$ cat src/rtl/msx_bus_pkg.sv
// msx_bus_pkg: shared bus-cycle types and wait-state sizing for the MSX slot master.
package msx_bus_pkg;

  // Width of the programmable wait-state counter (covers 0-3 extra TW states).
  localparam int WAIT_W = 2;

  // T-state sequence of one MSX bus cycle.
  typedef enum logic [2:0] {
    ST_IDLE = 3'd0,
    ST_T1   = 3'd1,
    ST_T2   = 3'd2,
    ST_TW   = 3'd3,
    ST_T3   = 3'd4
  } bus_state_e;

  // Cycle type: {io, we}.
  typedef enum logic [1:0] {
    CYC_MEM_RD = 2'b00,
    CYC_MEM_WR = 2'b01,
    CYC_IO_RD  = 2'b10,
    CYC_IO_WR  = 2'b11
  } cycle_e;

  // Chooses the wait-state preload for a cycle: I/O cycles get their own count.
  function automatic logic [WAIT_W-1:0] wait_preload(input logic io,
                                                     input logic [WAIT_W-1:0] mem_wait,
                                                     input logic [WAIT_W-1:0] io_wait);
    return io ? io_wait : mem_wait;
  endfunction

endpackage

$ cat src/rtl/msx_sync2.sv
// msx_sync2: two-flop synchronizer for asynchronous active-low slave signals.
// Both flops reset to 1 so an idle (deasserted) line is seen during reset.
module msx_sync2 (
  input  logic clk,
  input  logic rst_n,
  input  logic d,
  output logic q
);

  logic meta;

  // Two-stage shift toward the clk domain; resets to the inactive level.
  always_ff @(posedge clk or negedge rst_n) begin
    if (!rst_n) begin
      meta <= 1'b1;
      q    <= 1'b1;
    end else begin
      meta <= d;
      q    <= meta;
    end
  end

endmodule

$ cat src/rtl/msx_slot_master.sv
// msx_slot_master: single-outstanding MSX bus master generating slot 3 memory and
// I/O read/write cycles (T1, T2, optional TW, T3) paced by the bus clock enable.
module msx_slot_master
  import msx_bus_pkg::*;
#(
  parameter int EXTRA_WAIT = 0,
  parameter int IO_WAIT    = 1
) (
  input  logic        clk,
  input  logic        rst_n,
  input  logic        cen,
  input  logic        req,
  input  logic        req_we,
  input  logic        req_io,
  input  logic [15:0] req_addr,
  input  logic [7:0]  req_wdata,
  output logic        ack,
  output logic [7:0]  rdata,
  output logic        busy,
  output logic [15:0] addr,
  output logic [7:0]  dout,
  output logic        dout_en,
  input  logic [7:0]  din,
  output logic        rd_n,
  output logic        wr_n,
  output logic        slt3_n,
  output logic        iorq_n,
  output logic        m1_n,
  input  logic        wait_n,
  input  logic        int_n,
  output logic        irq
);

  localparam logic [2:0] S_IDLE = ST_IDLE;
  localparam logic [2:0] S_T1   = ST_T1;
  localparam logic [2:0] S_T2   = ST_T2;
  localparam logic [2:0] S_TW   = ST_TW;
  localparam logic [2:0] S_T3   = ST_T3;

  localparam logic [WAIT_W-1:0] MEM_WAIT_CNT = WAIT_W'(EXTRA_WAIT);
  localparam logic [WAIT_W-1:0] IO_WAIT_CNT  = WAIT_W'(IO_WAIT);

  logic [2:0]        state;
  logic              pend;
  cycle_e            cyc;
  logic              cyc_io;
  logic              cyc_we;
  logic [15:0]       lat_addr;
  logic [7:0]        lat_wdata;
  logic [WAIT_W-1:0] wcnt;
  logic              wait_s;
  logic              int_s;
  logic              accept;

  msx_sync2 u_wait_sync (
    .clk   (clk),
    .rst_n (rst_n),
    .d     (wait_n),
    .q     (wait_s)
  );

  msx_sync2 u_int_sync (
    .clk   (clk),
    .rst_n (rst_n),
    .d     (int_n),
    .q     (int_s)
  );

  assign {cyc_io, cyc_we} = cyc;

  // A request is taken only from a truly idle master: not already pending and not
  // in the ack clock, so a strobe overlapping ack never starts a second cycle.
  assign accept = req && (state == S_IDLE) && !pend && !ack;
  assign busy   = pend || (state != S_IDLE) || ack;
  assign irq    = ~int_s;
  assign m1_n   = 1'b1;

  // Bus cycle sequencer: request capture, T-state progression and strobe generation.
  always_ff @(posedge clk or negedge rst_n) begin
    if (!rst_n) begin
      state     <= S_IDLE;
      pend      <= 1'b0;
      cyc       <= CYC_MEM_RD;
      lat_addr  <= '0;
      lat_wdata <= '0;
      wcnt      <= '0;
      addr      <= '0;
      dout      <= '0;
      dout_en   <= 1'b0;
      rdata     <= '0;
      ack       <= 1'b0;
      rd_n      <= 1'b1;
      wr_n      <= 1'b1;
      slt3_n    <= 1'b1;
      iorq_n    <= 1'b1;
    end else begin
      ack <= 1'b0;
      if (accept) begin
        pend      <= 1'b1;
        cyc       <= cycle_e'({req_io, req_we});
        lat_addr  <= req_addr;
        lat_wdata <= req_wdata;
        wcnt      <= wait_preload(req_io, MEM_WAIT_CNT, IO_WAIT_CNT);
      end
      if (cen) begin
        case (state)
          S_IDLE: begin
            if (pend) begin
              pend  <= 1'b0;
              state <= S_T1;
              addr  <= lat_addr;
              if (cyc_we) begin
                dout    <= lat_wdata;
                dout_en <= 1'b1;
              end
            end
          end
          S_T1: begin
            state <= S_T2;
            if (cyc_io) iorq_n <= 1'b0;
            else        slt3_n <= 1'b0;
            if (cyc_we) wr_n <= 1'b0;
            else        rd_n <= 1'b0;
          end
          S_T2: begin
            if ((wcnt != '0) || !wait_s) state <= S_TW;
            else                         state <= S_T3;
          end
          S_TW: begin
            if (wcnt != '0) wcnt <= wcnt - WAIT_W'(1);
            // The count seen here is pre-decrement: one TW per preloaded unit.
            if ((wcnt > WAIT_W'(1)) || !wait_s) state <= S_TW;
            else                                state <= S_T3;
          end
          S_T3: begin
            state   <= S_IDLE;
            ack     <= 1'b1;
            dout_en <= 1'b0;
            rd_n    <= 1'b1;
            wr_n    <= 1'b1;
            slt3_n  <= 1'b1;
            iorq_n  <= 1'b1;
            if (!cyc_we) rdata <= din;
          end
          default: state <= S_IDLE;
        endcase
      end
    end
  end

endmodule

$ cat config.mk
export PLATFORM = sky130hd
export DESIGN_NAME = msx_slot_master
export DESIGN_NICKNAME = d
export VERILOG_FILES = /design/src/rtl/msx_bus_pkg.sv /design/src/rtl/msx_sync2.sv /design/src/rtl/msx_slot_master.sv
export SDC_FILE = /design/constraint.sdc
export NUM_CORES = 1
export LEC_CHECK = 0
export CAP_MARGIN = 20
export CORE_MARGIN = 4
export CORE_UTILIZATION = 30
export CTS_CLUSTER_SIZE = 24
export DETAILED_ROUTE_END_ITERATION = 12
export PLACE_DENSITY = 0.62
export SLEW_MARGIN = 25
export SYNTH_ARGS = -nofsm -noshare
export SYNTH_HDL_FRONTEND = slang
export SYNTH_SLANG_ARGS = --single-unit
$ cat constraint.sdc
create_clock -name clk -period 2.92 [get_ports clk]
set_clock_uncertainty 0.05 [all_clocks]
set_input_delay 0.584 -clock clk [delete_from_list [all_inputs] [get_ports clk]]
set_output_delay 0.584 -clock clk [all_outputs]
set_load 0.1 [all_outputs]
# After elaboration in Yosys (flattened, before gate mapping)
# Index checks and enable logic that the tools add are counted.
[word_totals] latchBits=0 ramBits=0 output_inout_bits=41 regBits=74 rom_bits=0 input_bits=40 mem_count=0
[op_classes] n_lt_le_gt_ge=1 n_shift=0 mul=0 div_mod_pow=0 reduce_logical=24 n_addsub=1 eq_ne=10 muxes=26 bitwise=2
[op_table] cell="$reduce_and A3 Y1" n=6
[op_table] cell="$mux W1" n=13
[op_table] cell="$ne A2 B2 Y1 const B" n=6
[op_table] cell="$pmux W3 S4" n=1
[op_table] cell="$pmux W1 S2" n=5
[op_table] cell="$mux W3" n=3
[op_table] cell="$mux W2" n=4
[op_table] cell="$reduce_and A4 Y1" n=2
[op_table] cell="$eq A3 B2 Y1 const B" n=2
[op_table] cell="$reduce_bool A2 Y1" n=3
[op_table] cell="$logic_or A1 B1 Y1" n=4
[op_table] cell="$eq A3 B1 Y1 const B" n=1
[op_table] cell="$eq A3 B3 Y1 const B" n=1
[op_table] cell="$logic_and A1 B1 Y1" n=3
[op_table] cell="$logic_not A1 Y1" n=3
[op_table] cell="$logic_not A3 Y1" n=1
[op_table] cell="$reduce_bool A3 Y1" n=1
[op_table] cell="$gt A2 B1 Y1 const B" n=1
[op_table] cell="$not A1 Y1" n=2
[op_table] cell="$reduce_and A2 Y1" n=1
[op_table] cell="$sub A2 B1 Y2 const B" n=1

# Logic depth before layout (Yosys ltp)
[logic_depth] ltp_word=8 depth_mapped=6

# Modules after synthesis
# A second synthesis with hierarchy kept.
[hier_totals] hier_cells=189 area_unflattened_um2=2906.5
[modules_own_cells] mod="msx_slot_master" cells_each=185 area_each_um2=2801.4 n_inst=1 seq_area_each_um2=1756.7
[modules_own_cells] mod="msx_sync2" cells_each=2 area_each_um2=52.6 n_inst=2 seq_area_each_um2=52.6

# Worst setup path after synthesis
# OpenSTA, ideal clock, no wires.
[synth_path] path_type="reg2out" start="reg ack" end="out busy" n_path_buf=0 stages_incl_launch_ff=2 required_ns=2.286 path_slack_ns=0.590 arrival_ns=1.696 cell_sequence="dfrtp_1 -> or2b_1"
[synth_via] elab_chain_len=1
[synth_rtl] element="start: declaration" line_no="msx_slot_master.sv:17" text="output logic ack,"
[synth_rtl] element="start signal: assignment" line_no="msx_slot_master.sv:91" text="ack <= 1'b0;"
[synth_rtl] element="start signal: assignment" line_no="msx_slot_master.sv:97" text="ack <= 1'b0;"
[synth_rtl] element="start signal: assignment" line_no="msx_slot_master.sv:137" text="ack <= 1'b1;"
[synth_rtl] element="$logic_or A1 B1 Y1" line_no="msx_slot_master.sv:74" text="assign busy = pend || (state != S_IDLE) || ack;"
[synth_rtl] element="end: declaration" line_no="msx_slot_master.sv:19" text="output logic busy,"
# Every way passes these cells.

# Worst setup path after layout
[layout_path] start="reg state[2]" end="out busy"
[layout_via] elab_chain_len=3
[layout_rtl] element="start: declaration" line_no="msx_slot_master.sv:43" text="logic [2:0] state;"
[layout_rtl] element="start signal: assignment" line_no="msx_slot_master.sv:81" text="state <= S_IDLE;"
[layout_rtl] element="start signal: assignment" line_no="msx_slot_master.sv:110" text="state <= S_T1;"
[layout_rtl] element="start signal: assignment" line_no="msx_slot_master.sv:119" text="state <= S_T2;"
[layout_rtl] element="$reduce_bool A3 Y1" line_no="msx_slot_master.sv:74"
[layout_rtl] element="$logic_or A1 B1 Y1 (2 in a row)" line_no="msx_slot_master.sv:74"
# Every way passes these cells.

==> flow_summary.ini <==
[outcome]
status = finished, final reports clean

[timing]
grt_setup_unrepaired = false
fmax_mhz = 420
setup_viol_count_final = 0
max_slew.worst_pin.slew_ns = 0.653
fin_crit_ns = 2.38
maxSlewViolCount = 0
relSlewSlack_pct = 56.4
period_share_pct = 81.5
setup_tns_ns = 0
hold_violations = 0

[synthesis]
synth_edf_count = 0
seq_area_frac_synth_pct = 62.9
yosys.area.top_type_share_pct = 55.8
ys_top_cells_by_area = dfrtp_1 56%, mux2_2 15%, dfstp_2 7.1%
ys.flop_type = dfrtp_1
syn_area_um2 = 2960
syn_avg_cell_area_um2 = 15.2
synth_seq_cells = 74
yosys.cell_count.top_type = dfrtp_1
synth_top_cells_by_count = 66 x dfrtp_1, 39 x mux2_2, 17 x mux2_1
syn_nets = 235
netlist_instances = 195
yosys.area.top_type = dfrtp_1
ys_types = 36
synth_warnings = 0
async_flop_share_pct = 100

[clock_tree]
cts_tree = done
ctsResizeCount = 0
root_buffer = clkbuf_8
insertion_delay_ns = 0.34
postCtsSetupBuffers = 0
ctsHtreeMaxLevel = 3
clk_pin_slew_worst_paths_ns = 0.08
clock-sinks = 74
hold_buffers = 0
numCtsBuffers = 9
max-clock-path-buffers = 2

[floorplan]
die_w_um = 107
die_area_um2 = 11500
core-area_um2 = 9420
num_rows = 35
start_util_pct = 31.4
fp.dieH_um = 107
num_io_pins = 81

[cells_and_area]
nets = 318
drive_gt1_share_pct = 39.2
final-seq-area_um2 = 1860
syn_to_final_growth_pct = 34.0
fin_cells = 412
stdcell_area_um2 = 3970
nFillCells = 877
multi_input_area_um2 = 981
n_antenna_cell = 0
fin_util_pct = 42.1

[global_routing]
antenna_found_initial = 0
overflow = 0
grt_use_total_pct = 10.5
first_global_vias = 1855
grt_pass1_wl_um = 9200
grt_max_degree = 75

[setup_path]
start_kind = flop
critPathArrivalTime_ns = 1.75
crit_family = simple AND/OR/NAND/NOR gates
cp_max_fo = 14
cp_slowest_cell = dfrtp_1
startpoint = state[2]$_DFFE_PN0P_
crit_buf_inv = 1
crit_chain = nor4_4 > or2b_1 > buf_4
crit_required_ns = 2.29
setup.worst_path.end_class = output port
critPathMaxStageDelay_ns = 0.55
r2r_start = state[2]$_DFFE_PN0P_
critPathKind = flop to output port

[place]
port_buffers = 79
placed_cells = 396
place_hpwl_um = 3880
gp_congestion = 0.701
placed_area_um2 = 3730

[detailed_routing]
drcViolationCount = 0
initialDrtViolationCount = 53
wl_per_cell_um = 13.7
dr.pass1.iters = 4
via_count = 1826
vias_per_cell = 4.43
routed_wl_um = 5660
ant_nets = 0

[hold_path]
hp-class = primary input to async pin

[flow_run]
drv_cap = 0
-- final cells by class --
type                            instances  area share [%]
Clock buffer                           12            3.91
Clock inverter                          4            1.86
Inverter                                5           0.473
Multi-Input combinational cell        106            24.7
Sequential cell                        74            46.9
Tap cell                              129            4.07
Timing Repair Buffer                   82            18.0
-- layer usage --
metal	GRT usage [%]	vias up	wire length [um]
met1	12.7	901	2460
met3	4.86	7	467
met4	3.93	0	61
met2	16.2	60	2660
met5	0	-	0
li1	-	858	-
-- flip-flops by register name, indices dropped and copies added (netlist names), 2 cells and up --
register / flops
addr: 16
rdata: 8
lat_wdata: 8
cyc: 2
dout: 8
wcnt: 2
state: 3
lat_addr: 16
-- cell usage in the layout (no fill, tap or decap), types with 2 or more instances in the layout --
master / count
dfrtp_1: 66
mux2_1: 17
nand3_1: 3
inv_1: 5
and3_1: 2
clkbuf_8: 11
bufinv_16: 2
o21ai_0: 7
mux2_2: 39
buf_4: 43
nor2b_1: 5
a21oi_1: 8
dfstp_2: 8
clkdlybuf4s50_1: 38
nor2_1: 2
nand2_1: 4
-- worst paths after layout --
path,slack [ns],to,cells past startpoint
max reg2reg,1.04,lat_wdata[1]$_DFFE_PN0P_,4
min reg2reg,0.31,u_int_sync.q$_DFF_PN1_,0
max in group asynchronous,2.15,lat_wdata[6]$_DFFE_PN0P_,1
min,0.20,rdata[5]$_DFFE_PN0P_,1
max,0.54,busy,3
min in group clk,0.31,u_int_sync.q$_DFF_PN1_,0
-- kinds of logic after synthesis --
kind of cell	share of synthesized area (%)
flip-flops	62.9
multiplexers	21.3
AND/OR/NAND/NOR	7.70
AO/OA/AOI/OAI	4.02
buffers and inverters	3.93
other	0.127
-- through the flow --
stage / hold WS, ns / setup WS (ns)
after floorplan: 0.238 / 0.590
after global placement: 0.296 / 0.567
after detailed placement: 0.299 / 0.582
after CTS: 0.310 / 0.494
after global routing: 0.253 / 0.380
final: 0.202 / 0.539
Power is left out: the tool's default activity adds up to more than one toggle a clock period on the data nets, which glitch-free logic cannot reach.
